File: src/rtl/mult4u_residue_checker_pkg.sv
// Shared types, widths and the mod-3 residue helper for the residue-checked
// 4x4 multiplier wrapper.
package mult4u_pkg;

    localparam int A_W = 4;
    localparam int B_W = 4;
    localparam int P_W = 8;

    typedef enum logic [1:0] {
        IDLE,
        SETTLE,
        CHECK,
        OUT
    } chk_state_t;

    // Each 2-bit group has weight 4^k == 1 (mod 3), so summing the groups
    // and folding the sum again preserves the residue.
    function automatic logic [1:0] mod3(input logic [P_W-1:0] value);
        logic [3:0] sum1;
        logic [2:0] sum2;
        logic [1:0] sum3;
        sum1 = 4'(value[1:0]) + 4'(value[3:2]) + 4'(value[5:4]) + 4'(value[7:6]);
        sum2 = 3'(sum1[1:0]) + 3'(sum1[3:2]);
        sum3 = sum2[1:0] + 2'(sum2[2]);
        return (sum3 == 2'd3) ? 2'd0 : sum3;
    endfunction

endpackage

File: src/rtl/mult4u_residue_checker_mod3_residue.sv
// Combinational mod-3 residue of an unsigned value up to 8 bits wide.
module mod3_residue
    import mult4u_pkg::*;
#(
    parameter int W = 8
) (
    input  logic [W-1:0] value,
    output logic [1:0]   residue
);

    assign residue = mod3(P_W'(value));

endmodule

File: config.mk
export PLATFORM = sky130hd
export DESIGN_NAME = mod3_residue
export DESIGN_NICKNAME = d
export VERILOG_FILES = /design/src/rtl/mult4u_residue_checker_pkg.sv /design/src/rtl/mult4u_residue_checker_mod3_residue.sv
export SDC_FILE = /design/constraint.sdc
export NUM_CORES = 1
export LEC_CHECK = 0
export ABC_CLOCK_PERIOD_IN_PS = 7800
export BUFFER_PORTS_ARGS = -buffer_cell sky130_fd_sc_hd__clkbuf_2
export CORE_AREA = 2 2 39 41
export DETAILED_ROUTE_END_ITERATION = 10
export DIE_AREA = 0 0 41 43
export PLACE_DENSITY_LB_ADDON = 0.3
export SLEW_MARGIN = 10
export SYNTH_ARGS = -nofsm -noshare
export SYNTH_HDL_FRONTEND = slang
export SYNTH_SLANG_ARGS = --single-unit
File: constraint.sdc
create_clock -name vclk -period 7.8
set_input_delay 0.78 -clock vclk [all_inputs]
set_output_delay 0.78 -clock vclk [all_outputs]
set_load 0.05 [all_outputs]
# == Word-level counts from Yosys, hierarchy flattened ==
# Cells that the tools add are included.
# word_totals
reg_bits,0
input_bits,8
word_cells,7
# op_classes
addsub,5
n_eq_ne,1
muxes,1
# op_table
operator,n
2-bit by 2-bit adder with 3-bit output,2
3-bit by 2-bit adder with 4-bit output,1
4-bit by 2-bit adder with 4-bit output,1
2-bit by 1-bit adder with 2-bit output,1
"2-bit equality test, second input constant",1
2-bit 2-to-1 mux,1

# == Depth between registers and ports, before layout ==
# depth
ltp_word,7
depth_mapped,11
depth_no_buf,11

# == Worst setup path before layout ==
# OpenSTA, ideal clock, no wires.
# synth_timing
path_kind,input to output
from,input port value[1]
to,output port residue[1]
t_arrival_ns,4.031
setup_slack_ns,2.989
cell_stages,11
cell_sequence,fa_1 inv_1 fa_1 inv_1 ha_1 fa_1 ha_1 fa_1 ha_1 xnor2_1 nor2_1
# synth_via
elab_chain_len,7
# synth_lines
element,line_no,source
start: declaration,mult4u_residue_checker_mod3_residue.sv:7,"input logic [W-1:0] value,"
2-bit by 2-bit adder with 3-bit output (*),mult4u_residue_checker_pkg.sv:22,sum1 = 4'(value[1:0]) + 4'(value[3:2]) + 4'(value[5:4]) + 4'(value[7:6]);
3-bit by 2-bit adder with 4-bit output (*),mult4u_residue_checker_pkg.sv:22,
4-bit by 2-bit adder with 4-bit output (*),mult4u_residue_checker_pkg.sv:22,
2-bit by 2-bit adder with 3-bit output (*),mult4u_residue_checker_pkg.sv:23,sum2 = 3'(sum1[1:0]) + 3'(sum1[3:2]);
2-bit by 1-bit adder with 2-bit output (*),mult4u_residue_checker_pkg.sv:24,sum3 = sum2[1:0] + 2'(sum2[2]);
2-bit equality test,mult4u_residue_checker_pkg.sv:25,return (sum3 == 2'd3) ? 2'd0 : sum3;
2-bit 2-to-1 mux (*),mult4u_residue_checker_pkg.sv:25,
end: declaration,mult4u_residue_checker_mod3_residue.sv:8,output logic [1:0] residue
# Every way passes the cells marked *; elsewhere a longest branch is shown, timed or not.

# == Worst setup path in the final report ==
# layout_timing
from,input port value[1]
to,output port residue[0]
# The elaborated chain is that of the path after synthesis.

==> flow_summary_export.csv <==
group,metric,value,unit
outcome,outcome,"finished clean",
power,power_density,344,nW/um^2
floorplan,coreArea,1380,um^2
cts,post_cts_resized,0,
placement,hpwl,297,um
logic_synthesis,synth_nets,34,
logic_synthesis,ys_types,6,
finish,nets,46,
floorplan,rows,14,
timing,setup_ws,3000,ps
global_route,grt_first_pass_wirelength,469,um
finish,n_clock_buffer,0,
power,max-vdd-ir-drop,0.181,mV
placement,dp_slack,3000,ps
logic_synthesis,syn_avg_cell_area,11.0,um^2
floorplan,die_x,41,um
power,switching_share,69.5,%
hold_path,whs_endpoint,"residue[1]",
worst_setup_path,slowest_delay,530,ps
routing,wl_per_cell,6.47,um
worst_setup_path,cp-start-kind,"primary input",
floorplan,die_h,43,um
logic_synthesis,syn_inst,17,
timing,period_needed,4800,ps
power,seqPwrFrac,0,%
flow_run,maxCapViolations,0,
power,pwr-share-clk,0,%
timing,finalSetupViolCount,0,
cts,post-cts-setup-buffers,0,
timing,hold_violations,0,
worst_setup_path,arrival,4020,ps
placement,io_buffers,10,
hold_path,min_path_cells,6,
worst_setup_path,cp_max_fo,2,
timing,fin_crit_sh,61.6,%
worst_setup_path,end_kind,"output port",
power,power.leakage,0.146,nW
hold_path,min_from,"value[6]",
finish,layout-drive-gt1-share,37.0,%
global_route,grt_pass1_vias,135,
finish,n_antenna_cell,0,
worst_setup_path,path_cells,"clkbuf_2 -> fa_1 -> inv_1 -> fa_1 -> inv_1 -> ha_1 -> fa_1 -> ha_1 -> fa_1 -> ha_1 -> xnor2_1 -> and2_1 -> clkbuf_2",
power,p_sw,0.0616,mW
power,combPwrFrac,100.0,%
worst_setup_path,slowest_stage,"fa_1",
timing,tns,0,ps
worst_setup_path,critPathMostFrequentCell,"fa_1",
routing,num_vias,140,
finish,regArea,0,um^2
placement,gp_congestion,0.607,
timing,rsz0062_at_grt,"false",
logic_synthesis,yosys_warnings,0,
finish,fill_cells,158,
finish,area_delta_synth_final,37.3,%
cts,hold_buffers,0,
timing,relSlewSlack,81.7,%
floorplan,die_area,1760,um^2
routing,wl,278,um
routing,first_iter_violations,0,
floorplan,initial_core_util,13.6,%
timing,slew_viol_final,0,
power,p_int,0.0270,mW
global_route,grt.overflow.total,0,
finish,multi_input_area,169,um^2
worst_setup_path,crit_type,"primary input to output port",
global_route,track_usage,3.51,%
routing,viasPerCell,3.26,
global_route,antenna_found_initial,0,
timing,fmax,208,MHz
timing,worst_pin_slew,275,ps
hold_path,holdCritPathClass,"primary input to output port",
global_route,grt_max_degree,3,
worst_setup_path,worstPathRequired,7020,ps
routing,dr.pass1.iters,1,
finish,seq_cells,0,
routing,detail-route-antenna-nets,0,
routing,drcViolationCount,0,
logic_synthesis,netlist_area,188,um^2
logic_synthesis,ys_seq_area_share,0,%
floorplan,pin_count,10,
-- power by group through the flow --
stage                     sequential (mW)  clock, mW  combinational (mW)
final                                   0          0              0.0885
after floorplan                         0          0              0.0716
after detailed placement                0          0              0.0890
after CTS                               0          0              0.0903
after global routing                    0          0              0.0988
after global placement                  0          0              0.0895
-- logic make-up (layout without fill, tap and decap cells) --
group	after synthesis	count (layout)	synth area share [%]
adder cells (fa/ha/maj)	9	9	80.0
buffers and inverters	5	15	10.0
XOR/XNOR	1	1	4.67
AND/OR/NAND/NOR	2	2	5.33
-- cell type report --
| type | instances | share of cell area, % |
|---|---|---|
| multi-input cells | 12 | 65.5 |
| well taps | 16 | 7.77 |
| inverters | 5 | 7.28 |
| repair buffers | 10 | 19.4 |
-- per-stage QoR --
step / util, % / total power [mW] / hold slack [ps] / area, um^2 / cells
after floorplan: - / 0.0716 / 2100 / 188 / 17
after global placement: 18.6 / 0.0895 / 2280 / 258 / 43
after detailed placement: 18.6 / 0.0890 / 2290 / 258 / 43
after CTS: 18.6 / 0.0903 / 2300 / 258 / 43
after global routing: 18.6 / 0.0988 / 2360 / 258 / 43
final: 18.6 / 0.0885 / 2290 / 258 / 43
-- synthesized netlist by cell type --
cell type	number	share of area [%]
and2_1	1	3.3
fa_1	5	53
ha_1	4	27
inv_1	5	10
nor2_1	1	2.0
xnor2_1	1	4.7
-- layer usage --
| layer | global-route usage (%) | wire (um) | up-vias |
|---|---|---|---|
| li1 | - | - | 70 |
| met1 | 5.45 | 125 | 60 |
| met2 | 5.63 | 98 | 10 |
| met3 | 0 | 54 | 0 |
| met4 | 0 | 0 | 0 |
| met5 | 0 | 0 | - |
-- how the worst max path moves through the flow --
stage	from	end	depth (start not counted)
finish	value[1]	residue[0]	13
global route	value[1]	residue[0]	13
CTS	value[1]	residue[0]	13
detailed placement	value[1]	residue[0]	13
global placement	value[1]	residue[0]	13
floorplan	value[1]	residue[1]	11
-- cell usage in the layout (no fill, tap or decap) --
master,instances
clkbuf_2,10
inv_1,5
fa_1,5
ha_1,4
xnor2_1,1
and2_1,1
nor2_1,1
-- critical path: cells and delay by family --
kind                     cells  cell delay, ps
XOR/XNOR                     1             190
adder cells (fa/ha/maj)      7            2420
buffers and inverters        4             450
AND/OR/NAND/NOR              1             150
(Power assumes the default switching activity.)
